<file path="src/rtl/game_controller.sv">
// Multimode counter game sequencer: steps the game counter, tallies all-ones/all-zeros hits,
// and raises winner/loser flags that freeze play until a restart clears the game.
//
// state | meaning
// IDLE  | waiting for start; everything holds
// RUN   | counting per ctrl, tallying hits
// END   | game decided; outputs frozen until restart
// CLEAR | one-cycle wipe of count, tallies and flags
module game_controller #(
   parameter int WIDTH     = 4,
   parameter int TALLY_W   = 4,
   parameter int TALLY_MAX = 15
) (
   input  logic               clk,
   input  logic               rst_n,
   input  logic               start,
   input  logic               enable,
   input  logic [1:0]         ctrl,
   input  logic               init,
   input  logic [WIDTH-1:0]   init_value,
   input  logic               restart,
   output logic [WIDTH-1:0]   count,
   output logic [TALLY_W-1:0] winner_tally,
   output logic [TALLY_W-1:0] loser_tally,
   output logic               winner_flag,
   output logic               loser_flag,
   output logic [1:0]         state
);

   typedef enum logic [1:0] {
      S_IDLE  = 2'd0,
      S_RUN   = 2'd1,
      S_END   = 2'd2,
      S_CLEAR = 2'd3
   } state_t;

   localparam logic [TALLY_W-1:0] TMAX_LAST = TALLY_W'(TALLY_MAX - 1);

   state_t             state_q;
   logic [WIDTH-1:0]   count_q;
   logic [WIDTH-1:0]   count_d;
   logic [TALLY_W-1:0] win_tally_q;
   logic [TALLY_W-1:0] lose_tally_q;
   logic               win_flag_q;
   logic               lose_flag_q;

   // Modulo-2^WIDTH stepping falls out of the natural WIDTH-bit wrap.
   always_comb begin
      count_d = count_q;
      unique case (ctrl)
         2'b00: count_d = count_q + WIDTH'(1);
         2'b01: count_d = count_q + WIDTH'(2);
         2'b10: count_d = count_q - WIDTH'(1);
         2'b11: count_d = count_q - WIDTH'(2);
         default: count_d = count_q;
      endcase
   end

   always_ff @(posedge clk or negedge rst_n) begin
      if (!rst_n) begin
         state_q      <= S_IDLE;
         count_q      <= '0;
         win_tally_q  <= '0;
         lose_tally_q <= '0;
         win_flag_q   <= 1'b0;
         lose_flag_q  <= 1'b0;
      end else begin
         unique case (state_q)
            S_IDLE: begin
               if (start) state_q <= S_RUN;
            end
            S_RUN: begin
               if (init) begin
                  count_q <= init_value;
               end else if (enable) begin
                  count_q <= count_d;
                  if (count_d == '1) begin
                     win_tally_q <= win_tally_q + TALLY_W'(1);
                     if (win_tally_q == TMAX_LAST) begin
                        win_flag_q <= 1'b1;
                        state_q    <= S_END;
                     end
                  end else if (count_d == '0) begin
                     lose_tally_q <= lose_tally_q + TALLY_W'(1);
                     if (lose_tally_q == TMAX_LAST) begin
                        lose_flag_q <= 1'b1;
                        state_q     <= S_END;
                     end
                  end
               end
            end
            S_END: begin
               if (restart) state_q <= S_CLEAR;
            end
            S_CLEAR: begin
               count_q      <= '0;
               win_tally_q  <= '0;
               lose_tally_q <= '0;
               win_flag_q   <= 1'b0;
               lose_flag_q  <= 1'b0;
               state_q      <= S_IDLE;
            end
            default: state_q <= S_IDLE;
         endcase
      end
   end

   assign count        = count_q;
   assign winner_tally = win_tally_q;
   assign loser_tally  = lose_tally_q;
   assign winner_flag  = win_flag_q;
   assign loser_flag   = lose_flag_q;
   assign state        = state_q;

endmodule
</file>
<file path="config.mk">
export PLATFORM = sky130hd
export DESIGN_NAME = game_controller
export DESIGN_NICKNAME = d
export VERILOG_FILES = /design/src/rtl/game_controller.sv
export SDC_FILE = /design/constraint.sdc
export NUM_CORES = 1
export LEC_CHECK = 0
export ABC_AREA = 0
export ABC_CLOCK_PERIOD_IN_PS = 3100
export BUFFER_PORTS_ARGS = -buffer_cell sky130_fd_sc_hd__buf_4
export CAP_MARGIN = 20
export CORE_ASPECT_RATIO = 2
export CORE_UTILIZATION = 48
export CTS_CLUSTER_DIAMETER = 30
export DETAILED_ROUTE_END_ITERATION = 12
export PLACE_DENSITY_LB_ADDON = 0.08
export SYNTH_ARGS = -nofsm -noshare
export SYNTH_HDL_FRONTEND = slang
export SYNTH_SLANG_ARGS = --single-unit
</file>
<file path="constraint.sdc">
create_clock -name clk -period 3.1 [get_ports clk]
set_clock_uncertainty 0.05 [all_clocks]
set_input_delay 0.31 -clock clk [delete_from_list [all_inputs] [get_ports clk]]
set_output_delay 0.31 -clock clk [all_outputs]
set_load 0.01 [all_outputs]
</file>
# Word-level counts from Yosys, hierarchy flattened
# Cells that the tools add are included.
# classes
addsub,6
n_eq_ne,22
mux,33
n_reduce_logical,10
# op_table
cell,n
4-bit two-way mux,9
4-bit case mux with 2 select lines,3
2-bit != test (second input constant),9
2-bit two-way mux,8
4-bit case mux with 4 select lines,1
4-bit by 1-bit adder with 4-bit output (second input constant),3
4-bit equality test (second input constant),3
3-bit != test (second input constant),4
5-bit AND reduction,2
1-bit two-way mux,9
2-bit equality test (second input constant),4
2-bit case mux with 4 select lines,1
7-bit AND reduction,1
6-bit AND reduction,1
4-bit by 2-bit adder with 4-bit output (second input constant),1
2-bit by 1-bit equality test with 1-bit output (second input constant),2
2-bit zero test,2
4-bit zero test,1
1-bit case mux with 2 select lines,2
4-bit AND reduction,1
4-bit by 1-bit subtractor with 4-bit output (second input constant),1
4-bit by 2-bit subtractor with 4-bit output (second input constant),1
2-bit AND reduction,1
2-bit nonzero test,1
# totals
regBits,16
inputBits,12
output_inout_bits,16
word_cells,77

# Logic depth before layout (Yosys ltp)
# Gate-level depths: netlist of the first run.
# logic_depth
ltp_word,8
mapped_depth,10
mapped_depth_nobuf,9

# Worst setup path before layout of the first run
# OpenSTA, ideal clock, no wires.
# synth_timing
path_type,in2reg
startpoint,input port ctrl[0]
endpoint,"register state_q[1], in the netlist state[1]"
setup_ps,128
arrival_time_ps,2694
t_required_ps,2922
slack_ps,229
stages,10
n_path_buf,1
path_cell_list,clkbuf_1 > nor2b_1 > xnor2_1 > ha_1 > nor2b_1 > or3_1 > a31oi_1 > or4b_4 > a31oi_4 > mux2_1
# synth_via
elab_chain_len,7
word_cells_on_any_way,15
cone_classes,eq/ne: 7; mux: 5; reduce/logical: 3
# synth_lines
item,line_no,source
"start, declared",18,"input logic [1:0] ctrl,"
"2-bit equality test, or another cell as far along",50,unique case (ctrl)
4-bit case mux with 4 select lines (*),50,
4-bit equality test,77,if (count_d == '1) begin
2-bit two-way mux,77,
2-bit two-way mux,75,end else if (enable) begin
2-bit two-way mux,73,if (init) begin
2-bit case mux with 4 select lines,68,unique case (state_q)
"end signal, assigned",70,if (start) state_q <= S_RUN;
"end signal, assigned",81,state_q <= S_END;
"end signal, assigned",87,state_q <= S_END;
"end, declared",39,state_t state_q;
# Every way passes the cells marked *; elsewhere a longest branch is shown, timed or not. The select of a mux whose other input is x is not followed.
# A chain may end at the register's enable or synchronous reset.

# Worst setup path after layout of the first run
# layout_timing
startpoint,"register count_q[1], in the netlist count[1]"
endpoint,"register state_q[1], in the netlist state[1]"
# layout_via
elab_chain_len,7
word_cells_on_any_way,15
cone_classes,add/sub: 4; eq/ne: 4; mux: 5; reduce/logical: 2
# layout_lines
item,line_no,source
"start, declared",40,logic [WIDTH-1:0] count_q;
"start signal, assigned",74,count_q <= init_value;
"start signal, assigned",76,count_q <= count_d;
"4-bit by 2-bit subtractor with 4-bit output, or another cell as far along",54,2'b11: count_d = count_q - WIDTH'(2);
4-bit case mux with 4 select lines (*),50,
4-bit equality test,77,
2-bit two-way mux,77,
2-bit two-way mux,75,
2-bit two-way mux,73,
2-bit case mux with 4 select lines,68,
# Marks and branches as above.

==> results of run 1 <==
## per-stage QoR
step	std cells	total power, mW	hold slack (ns)	setup WS [ns]
5_1_grt	199	1.48	0.363	0.0536
3_3_place_gp	194	1.16	0.136	0.389
3_5_place_dp	194	1.19	0.141	0.301
6_report	199	1.38	0.324	0.276
4_1_cts	199	1.38	0.329	0.287
2_1_floorplan	142	0.892	-0.0356	0.229
## power by group through the flow
stage | registers, mW | clock network [mW] | logic [mW]
floorplan | 0.392 | 0 | 0.500
global placement | 0.379 | 0 | 0.776
detailed placement | 0.386 | 0 | 0.802
CTS | 0.383 | 0.197 | 0.805
global route | 0.396 | 0.206 | 0.873
finish | 0.383 | 0.198 | 0.802
## layer usage
metal / track usage, % / wire length [um]
met1: 25.6 / 1170
met2: 51.2 / 1900
met3: 1.77 / 92
met4: 11.5 / 80
met5: 0 / 0
## path summary, 6_finish.rpt
check | end | from | cells after the start
setup / recovery | state[1]$_DFFE_PN0P_ | count[1]$_DFFE_PN0P_ | 9
hold / removal | count[1]$_DFFE_PN0P_ | init_value[1] | 5
setup reg to reg | state[1]$_DFFE_PN0P_ | count[1]$_DFFE_PN0P_ | 9
hold reg to reg | winner_flag$_DFFE_PN0P_ | winner_flag$_DFFE_PN0P_ | 2
max in group asynchronous | count[1]$_DFFE_PN0P_ | rst_n | 2
min in group asynchronous | loser_tally[3]$_DFFE_PN0P_ | rst_n | 2
## cells in the mapped netlist (2+ instances only)
cell type / count
clkbuf_1: 5
a22o_1: 3
o21ai_0: 8
xnor2_1: 2
o311ai_0: 2
nor2b_1: 4
nand3b_1: 2
dfrtp_1: 16
nand3_1: 12
nand2_1: 15
inv_1: 13
a31oi_1: 3
ha_1: 9
o211ai_1: 3
nand4_1: 2
a211o_1: 2
and3_1: 3
nor2_1: 7
nor4b_1: 2
mux2i_1: 3
a21oi_1: 3
## cells by family after synthesis
kind of cell    count (synthesis)
compound gates                 33
xor+xnor                        3
fa+ha+maj                      10
buf+inv                        18
flops                          16
mux                             4
simple gates                   58
## state kept, by name, summed over array words and instances (netlist names)
signal,count
winner_tally,4
state,2
winner_flag,1
count,4
loser_tally,4
loser_flag,1
## worst reg2reg max path, cell delays in order, from the launching register on
cell	delay, ns
dfrtp_1	0.47
inv_1	0.15
xnor2_1	0.15
ha_1	0.19
nor2b_1	0.13
or3_1	0.30
a31oi_1	0.19
or4b_4	0.51
a31oi_4	0.21
mux2_1	0.34
## final cells by class
cell class / instances / area share, %
multi-input combinational: 108 / 51.2
sequential: 16 / 25.5
timing repair buffer: 30 / 14.5
clock buffer: 4 / 3.50
inverter: 13 / 3.10
tap: 28 / 2.23
==> impl_metrics.csv, run 1 <==
group,metric,value,unit
place,gp_congestion,0.774,
floorplan,die_w,38.4,um
worst_setup_path,cpMaxStageDelayCell,"or4b_4",
logic_synthesis,syn-num-nets,164,
worst_setup_path,cp.arrival,2.92,ns
min_path,min_path_type,"in2reg",
place,dp_hpwl,2520,um
finish,insertedDiodeCount,0,
logic_synthesis,yosysTopAreaCell,"dfrtp_1",
power,p_comb_share,58.0,%
finish,fin_area,1570,um2
power,p_switching,0.624,mW
logic_synthesis,synth_edf_count,0,
grt,grt_max_degree,20,
timing,tns,0,ns
grt,antenna_found_initial,0,
logic_synthesis,syn_avg_cell_area,8.97,um2
logic_synthesis,netlist_area,1270,um2
logic_synthesis,synth_compound_area_share,19.4,%
power,p_leak,0.742,nW
finish,seq_area,400,um2
floorplan,die-area,2880,um2
timing,hold_violations,0,
routing,dr.first_iter.drc_count,40,
logic_synthesis,synth_top_family_by_area,"simple AND/OR/NAND/NOR gates",
logic_synthesis,synthCells,142,
power,power_frac_clock,14.3,%
finish,final_cell_mix,"29 x buf_4, 16 x dfrtp_1, 15 x nand2_1, 13 x inv_1, 12 x nand3_1",
clock_tree,cts_buffers,3,
timing,slew_viol_final,0,
clock_tree,cts_setup_buffers,0,
worst_setup_path,crit_chain,"inv_1 > xnor2_1 > ha_1 > nor2b_1 > or3_1 > a31oi_1 > or4b_4 > a31oi_4 > mux2_1",
worst_setup_path,cp_top_family,"simple AND/OR/NAND/NOR gates",
logic_synthesis,synth_cell_types,44,
logic_synthesis,synthTopCellsByArea,"dfrtp_1 31%, ha_1 8.8%, nand3_1 4.7%, nand2_1 4.4%, inv_1 3.8%",
clock_tree,tritoncts,"done",
clock_tree,ctsHtreeMaxLevel,1,
routing,post_drt_wl_per_cell,16.3,um
run_status,status,"completed",
logic_synthesis,synth_mux_area_share,3.24,%
routing,viasPerCell,5.95,
finish,final_util,62.0,%
finish,synthToLayoutAreaGrowth,23.5,%
finish,layout_commonest_cell,"buf_4",
place,numPortBuffers,27,
worst_setup_path,crit_path_end_kind,"flop",
worst_setup_path,path_class,"reg2reg",
clock_tree,ctsRootBufferMaster,"clkbuf_8",
logic_synthesis,ys_warn_count,0,
timing,min_period,2.82,ns
routing,dr.pass1.iters,4,
floorplan,pin_count,28,
power,p_sw_share,45.1,%
clock_tree,cts.sinks,16,
floorplan,initial_utilization,50.2,%
routing,routed_wl,3250,um
worst_setup_path,slowest_delay,0.51,ns
finish,layout.nets,194,
logic_synthesis,ys_ff_latch,16,
finish,fill_cells,232,
place,place_area,1510,um2
logic_synthesis,synth-simple-area-share,26.9,%
clock_tree,clk_path_buf_depth,2,
logic_synthesis,synth_fa_ha_area_share,10.4,%
power,peakVddDrop,0.000508,V
finish,drive_gt1_share,22.8,%
power,intPower,0.758,mW
finish,multi_input_area,806,um2
timing,setup_viol,0,
routing,vias,1184,
logic_synthesis,synth-seq-area-share,31.4,%
floorplan,die-height,74.9,um
grt,groute.usage.overall,26.0,%
logic_synthesis,yosysTopAreaCellShare,31.4,%
worst_setup_path,crit_path_start_kind,"flop",
grt,grt_pass1_wl,5200,um
logic_synthesis,synth-main-ff-cell,"dfrtp_1",
logic_synthesis,synth_xor_xnor_area_share,3.24,%
floorplan,core,2540,um2
timing,fmax,354,MHz
timing,fin_crit_sh,91.1,%
logic_synthesis,synthArstFlopShare,100,%
clock_tree,cts-resized-gates,0,
clock_tree,cts_hold_buffers,1,
timing,rsz0062_at_grt,"false",
worst_setup_path,ff2ff_setup_slack,0.28,ns
worst_setup_path,path_buf_inv,1,
grt,overflow,0,
power,p_per_area,879,nW/um2
routing,postRouteAntennaNets,0,
flow_run,drv_cap,0,
worst_setup_path,cp_max_fo,7,
grt,first_global_vias,1181,
clock_tree,worstSkewPairLatency,0.26,ns
worst_setup_path,cp_data_required_time,3.19,ns
clock_tree,clk_pin_slew,0.07,ns
timing,max_slew_margin,67.2,%
power,seqPwrFrac,27.7,%
timing,worst-slew-pin-transition,0.490,ns
floorplan,rows,26,
routing,drc,0,
Note: power is estimated with default switching activity, not from simulation.
==> run 2, diff against run 1 <==
--- a/config.mk
+++ b/config.mk
@@ -5,12 +5,13 @@
 export SDC_FILE = /design/constraint.sdc
 export NUM_CORES = 1
 export LEC_CHECK = 0
-export ABC_AREA = 0
+export ABC_AREA = 1
 export ABC_CLOCK_PERIOD_IN_PS = 3100
 export BUFFER_PORTS_ARGS = -buffer_cell sky130_fd_sc_hd__buf_4
 export CAP_MARGIN = 20
 export CORE_ASPECT_RATIO = 2
 export CORE_UTILIZATION = 48
+export CTS_BUF_LIST = sky130_fd_sc_hd__clkbuf_16
 export CTS_CLUSTER_DIAMETER = 30
 export DETAILED_ROUTE_END_ITERATION = 12
 export PLACE_DENSITY_LB_ADDON = 0.08
==> constraint.sdc (replaced) <==
create_clock -name clk -period 3.1 [get_ports clk]
set_clock_uncertainty 0.05 [all_clocks]
set_input_delay 0.465 -clock clk [delete_from_list [all_inputs] [get_ports clk]]
set_output_delay 0.465 -clock clk [all_outputs]
set_load 0.01 [all_outputs]
==> run 2 against run 1 <==
Against the previous run:
- synthesized area is 1.9% lower
- largest power group unchanged
- clock power grew 30%
- setup slack improved by 0.61 ns
- critical endpoint is now state[0]$_DFFE_PN0P_
- final area decreased by 1.2%
- largest cell class unchanged
==> impl_metrics.csv, run 2 <==
group,metric,value,unit
run_status,status,"completed",
routing,viasPerCell,5.34,
logic_synthesis,synth_edf_count,0,
timing,fin_crit_sh,71.4,%
finish,synthToLayoutAreaGrowth,24.3,%
logic_synthesis,synth-seq-area-share,32.0,%
grt,overflow,0,
floorplan,die_w,38.1,um
clock_tree,clk_path_buf_depth,2,
floorplan,rows,25,
clock_tree,clk_pin_slew,0.05,ns
logic_synthesis,synthTopCellsByArea,"dfrtp_1 32%, nand2_1 13%, ha_1 9.0%, nand3_1 6.0%, inv_1 5.7%",
grt,antenna_found_initial,0,
worst_setup_path,crit_path_start_kind,"flop",
logic_synthesis,ys_warn_count,0,
finish,final_cell_mix,"42 x nand2_1, 27 x buf_4, 19 x inv_1, 16 x dfrtp_1, 15 x nand3_1",
worst_setup_path,crit_path_end_kind,"flop",
floorplan,die-area,2820,um2
worst_setup_path,cp_data_required_time,3.19,ns
worst_setup_path,cp_max_fo,4,
logic_synthesis,synthArstFlopShare,100,%
clock_tree,cts-resized-gates,0,
power,peakVddDrop,0.000616,V
logic_synthesis,synth-main-ff-cell,"dfrtp_1",
worst_setup_path,crit_start,"count[1]$_DFFE_PN0P_",
logic_synthesis,syn_avg_cell_area,7.58,um2
clock_tree,ctsHtreeMaxLevel,1,
timing,worst-slew-pin-transition,0.473,ns
logic_synthesis,netlist_top_cells_count,"42 x nand2_1, 19 x inv_1, 16 x dfrtp_1, 15 x nand3_1, 11 x o21ai_1",
place,numPlacedInstances,218,
finish,layout_commonest_cell,"nand2_1",
clock_tree,cts_hold_buffers,0,
logic_synthesis,yosysTopAreaCell,"dfrtp_1",
power,p_leak,0.805,nW
finish,fin_cells,222,
clock_tree,tritoncts,"done",
logic_synthesis,yosysTopAreaCellShare,32.0,%
timing,tns,0,ns
worst_setup_path,ff2ff_setup_slack,0.89,ns
finish,layout.nets,218,
timing,min_period,2.21,ns
floorplan,pin_count,28,
worst_setup_path,r2r_cells,13,
grt,groute.usage.overall,24.2,%
finish,fill_cells,219,
power,p_per_area,1090,nW/um2
floorplan,die-height,74.2,um
logic_synthesis,synth.most_common_cell,"nand2_1",
routing,drc,0,
routing,vias,1185,
grt,grt_max_degree,17,
place,numPortBuffers,27,
timing,setup_viol,0,
worst_setup_path,cp.arrival,2.30,ns
clock_tree,cts.sinks,16,
logic_synthesis,syn-num-nets,187,
routing,postRouteAntennaNets,0,
timing,max_slew_margin,68.5,%
clock_tree,cts_buffers,3,
worst_setup_path,r2r-end,"state[0]$_DFFE_PN0P_",
routing,post_drt_wl_per_cell,13.4,um
grt,grt_pass1_wl,4810,um
clock_tree,ctsRootBufferMaster,"clkbuf_16",
logic_synthesis,ys_ff_latch,16,
timing,slew_viol_final,0,
routing,routed_wl,2970,um
min_path,min_path_type,"in2async",
worst_setup_path,r2r-start,"count[1]$_DFFE_PN0P_",
grt,first_global_vias,1207,
flow_run,drv_cap,0,
logic_synthesis,synthCells,165,
finish,drive_gt1_share,27.2,%
place,gp_congestion,0.831,
routing,dr.pass1.iters,4,
worst_setup_path,path_class,"reg2reg",
logic_synthesis,netlist_area,1250,um2
routing,dr.first_iter.drc_count,28,
timing,hold_violations,0,
place,dp_hpwl,2380,um
floorplan,initial_utilization,51.9,%
floorplan,core,2410,um2
clock_tree,cts_setup_buffers,0,
logic_synthesis,synth_cell_types,25,
clock_tree,worstSkewPairLatency,0.25,ns
finish,insertedDiodeCount,0,
timing,rsz0062_at_grt,"false",
timing,fmax,452,MHz
[run 2: cell count changes after synthesis, moves of 4 or more]
cell and change:
clkbuf_1 -5, inv_1 +6, nand2_1 +27, nand2_2 +8
nand3_2 +4, nor2b_1 -4, o21ai_1 +11, or2_2 +6
xor2_1 +5
[run 2: power breakdown]
| part | internal (mW) | total, mW | leakage, nW | switching [mW] |
|---|---|---|---|---|
| clock network | 0.172 | 0.258 | 0.0385 | 0.0864 |
| logic | 0.420 | 1.01 | 0.567 | 0.592 |
| registers | 0.311 | 0.425 | 0.200 | 0.114 |
[run 2: cell type report]
class	instances	area (um2)	area share [%]
clock inverters	1	3.75	0.242
repair buffers	27	203	13.0
multi-input cells	127	754	48.6
clock buffers	3	75.1	4.83
flip-flops and latches	16	400	25.8
inverters	21	83.8	5.39
well taps	27	33.8	2.17
[run 2: worst max-delay path: stages, from the launching register on]
cell and delay (ns):
dfrtp_1 0.43, inv_1 0.16, nand2_2 0.09, nand2_2 0.06, inv_1 0.04, ha_1 0.26
o21ai_1 0.29, nand2_1 0.11, a21oi_2 0.14, nand4_1 0.12, nand3_1 0.15, nand2_1 0.09
nand2_1 0.06, nand2_1 0.05
[run 2: logic make-up after synthesis]
logic type	synth area share, %
fa+ha+maj	10.6
flops	32.0
compound gates	10.5
xor+xnor	4.20
buf+inv	7.61
simple gates	35.0
[run 2: stage by stage]
stage | setup slack [ns] | power (mW) | util [%] | hold slack [ns] | area, um2
floorplan | 0.945 | 1.11 | - | 0.119 | 1250
global placement | 0.763 | 1.41 | 61.2 | 0.289 | 1480
detailed placement | 0.678 | 1.44 | 61.2 | 0.288 | 1480
CTS | 0.874 | 1.71 | 64.5 | 0.0247 | 1550
global route | 0.708 | 1.85 | 64.5 | 0.0371 | 1550
finish | 0.886 | 1.70 | 64.5 | 0.0138 | 1550
[run 2: routing by layer]
metal | up-vias | wire [um] | GRT usage, %
met5 | - | 0 | 0
met4 | 0 | 130 | 16.7
met3 | 13 | 77 | 2.09
met2 | 31 | 1720 | 47.3
met1 | 546 | 1040 | 20.9
li1 | 595 | - | -
[run 2: how the worst max path moves through the flow]
stage,endpoint,depth (start not counted)
after floorplan,state[0]$_DFFE_PN0P_,15
after global placement,state[0]$_DFFE_PN0P_,14
after detailed placement,state[0]$_DFFE_PN0P_,14
after CTS,state[0]$_DFFE_PN0P_,13
after global routing,loser_tally[3]$_DFFE_PN0P_,13
final,state[0]$_DFFE_PN0P_,13
==> run 3, diff against run 2 <==
--- a/config.mk
+++ b/config.mk
@@ -6,7 +6,7 @@
 export NUM_CORES = 1
 export LEC_CHECK = 0
 export ABC_AREA = 1
-export ABC_CLOCK_PERIOD_IN_PS = 3100
+export ABC_CLOCK_PERIOD_IN_PS = 2070
 export BUFFER_PORTS_ARGS = -buffer_cell sky130_fd_sc_hd__buf_4
 export CAP_MARGIN = 20
 export CORE_ASPECT_RATIO = 2
==> constraint.sdc (replaced) <==
create_clock -name clk -period 2.07 [get_ports clk]
set_clock_uncertainty 0.05 [all_clocks]
set_input_delay 0.3105 -clock clk [delete_from_list [all_inputs] [get_ports clk]]
set_output_delay 0.3105 -clock clk [all_outputs]
set_load 0.01 [all_outputs]
==> run 3 against run 2 <==
Against the previous run:
- register-to-register slack worse by 0.81 ns
- power increased by 61%
- largest cell class unchanged
- non-clock buffer count up 8
- critical path type unchanged
==> impl_metrics.csv, run 3 (synthesis results as in run 2) <==
group,metric,value,unit
grt,groute.usage.overall,23.5,%
floorplan,die-area,2820,um2
clock_tree,ctsHtreeMaxLevel,1,
worst_setup_path,cp_max_fo,8,
routing,routed_wl,3130,um
routing,postRouteAntennaNets,0,
power,p_leak,0.846,nW
worst_setup_path,crit_path_start_kind,"flop",
worst_setup_path,crit_chain,"inv_2 > fa_1 > nand2_1 > nand2_2 > nor3_4 > nand2_2 > nand2_4 > nand2_4 > nand2_2 > o21ai_1",
floorplan,die-height,74.2,um
timing,max_slew_margin,69.2,%
min_path,min_path_type,"in2reg",
routing,post_drt_wl_per_cell,13.6,um
worst_setup_path,slowest_delay,0.50,ns
place,numPortBuffers,27,
run_status,status,"completed",
timing,tns,0,ns
routing,vias,1217,
power,p_per_area,1640,nW/um2
floorplan,die_w,38.1,um
grt,grt_max_degree,17,
routing,viasPerCell,5.29,
worst_setup_path,path_common_cell,"nand2_2",
timing,worst-slew-pin-transition,0.460,ns
clock_tree,clk_path_buf_depth,2,
worst_setup_path,cpMaxStageDelayCell,"fa_1",
grt,first_global_vias,1184,
routing,drc,0,
routing,dr.pass1.iters,4,
worst_setup_path,cp_data_required_time,2.15,ns
clock_tree,clk_pin_slew,0.05,ns
finish,multi_input_area,797,um2
power,peakVddDrop,0.00106,V
finish,synthToLayoutAreaGrowth,32.7,%
finish,fin_area,1660,um2
timing,rsz0062_at_grt,"true",
floorplan,core,2410,um2
floorplan,rows,25,
finish,seq_area,400,um2
place,dp_hpwl,2440,um
worst_setup_path,crit_path_end_kind,"flop",
finish,fill_cells,207,
clock_tree,tritoncts,"done",
clock_tree,cts_buffers,3,
grt,grt_pass1_wl,4750,um
grt,antenna_found_initial,0,
worst_setup_path,cp.arrival,2.08,ns
timing,fmax,501,MHz
timing,slew_viol_final,0,
place,gp_congestion,0.801,
clock_tree,ctsRootBufferMaster,"clkbuf_16",
finish,final_cell_mix,"37 x nand2_1, 34 x buf_4, 16 x dfrtp_1, 15 x inv_1",
place,place_area,1510,um2
timing,setup_viol,0,
timing,hold_violations,0,
timing,min_period,2.00,ns
grt,overflow,0,
finish,insertedDiodeCount,0,
routing,dr.first_iter.drc_count,38,
flow_run,drv_cap,0,
timing,fin_crit_sh,96.4,%
finish,layout_commonest_cell,"nand2_1",
floorplan,initial_utilization,51.9,%
clock_tree,worstSkewPairLatency,0.25,ns
floorplan,pin_count,28,
finish,drive_gt1_share,36.5,%
finish,layout.nets,226,
worst_setup_path,path_class,"reg2reg",
clock_tree,cts.sinks,16,
## run 3: area by class of cell
cell class,count,area share (%)
Multi-Input combinational cell,127,48.0
Sequential cell,16,24.1
Timing Repair Buffer,35,16.0
Inverter,21,5.05
Clock buffer,3,4.52
Tap cell,27,2.04
Clock inverter,1,0.226
## run 3: final timing paths
check | startpoint | endpoint | slack, ns | depth (start not counted)
min in group asynchronous | rst_n | loser_tally[2]$_DFFE_PN0P_ | 0.41 | 2
worst max register to register | count[1]$_DFFE_PN0P_ | winner_tally[3]$_DFFE_PN0P_ | 0.07 | 10
worst min-delay path | init_value[0] | count[0]$_DFFE_PN0P_ | 0.29 | 3
worst max-delay path | count[1]$_DFFE_PN0P_ | winner_tally[3]$_DFFE_PN0P_ | 0.07 | 10
max in group asynchronous | rst_n | count[0]$_DFFE_PN0P_ | 1.37 | 2
worst min register to register | loser_flag$_DFFE_PN0P_ | loser_flag$_DFFE_PN0P_ | 0.45 | 2
## run 3: stage by stage
| stage | util, % | std cells | worst slack [ns] | hold slack [ns] | power (mW) |
|---|---|---|---|---|---|
| after detailed placement | 62.5 | 222 | -0.0214 | 0.134 | 2.21 |
| after global placement | 62.5 | 222 | 0.0131 | 0.134 | 2.16 |
| after global routing | 68.9 | 230 | -0.0534 | 0.308 | 2.95 |
| after floorplan | - | 165 | 0.0477 | -0.0351 | 1.66 |
| final | 68.9 | 230 | 0.0741 | 0.295 | 2.72 |
| after CTS | 66.2 | 227 | 0.0355 | 0.298 | 2.61 |
## run 3: timing repair
| action | CTS | global route |
|---|---|---|
| pin swaps | 0 | 7 |
| gates resized for setup | 1 | 14 |
| setup endpoints to repair | 2 | 13 |
| gates cloned | 0 | 0 |
| hold buffers | 1 | 0 |
| setup buffers | 0 | 3 |
| endpoints found under the hold margin | 16 | 0 |
## run 3: layer usage
metal	GRT usage, %	up-vias	part of all wire, %	wire [um]
li1	-	608	-	-
met1	20.3	578	36	1130
met2	47.6	24	59	1850
met3	2.09	7	2.3	71
met4	12.3	0	2.6	81
met5	0	-	0	0
## run 3: worst max-delay path: cells and delay by family, from the launching register on
| family | cells | cell delay, ns |
|---|---|---|
| AND/OR/NAND/NOR | 7 | 0.77 |
| adder cells (fa/ha/maj) | 1 | 0.50 |
| flip-flops | 1 | 0.41 |
| buffers and inverters | 1 | 0.09 |
| AO/OA/AOI/OAI | 1 | 0.06 |
## run 3: power by group
part | internal, mW | switching (mW)
registers | 0.466 | 0.171
logic | 0.745 | 0.966
clock network | 0.256 | 0.121
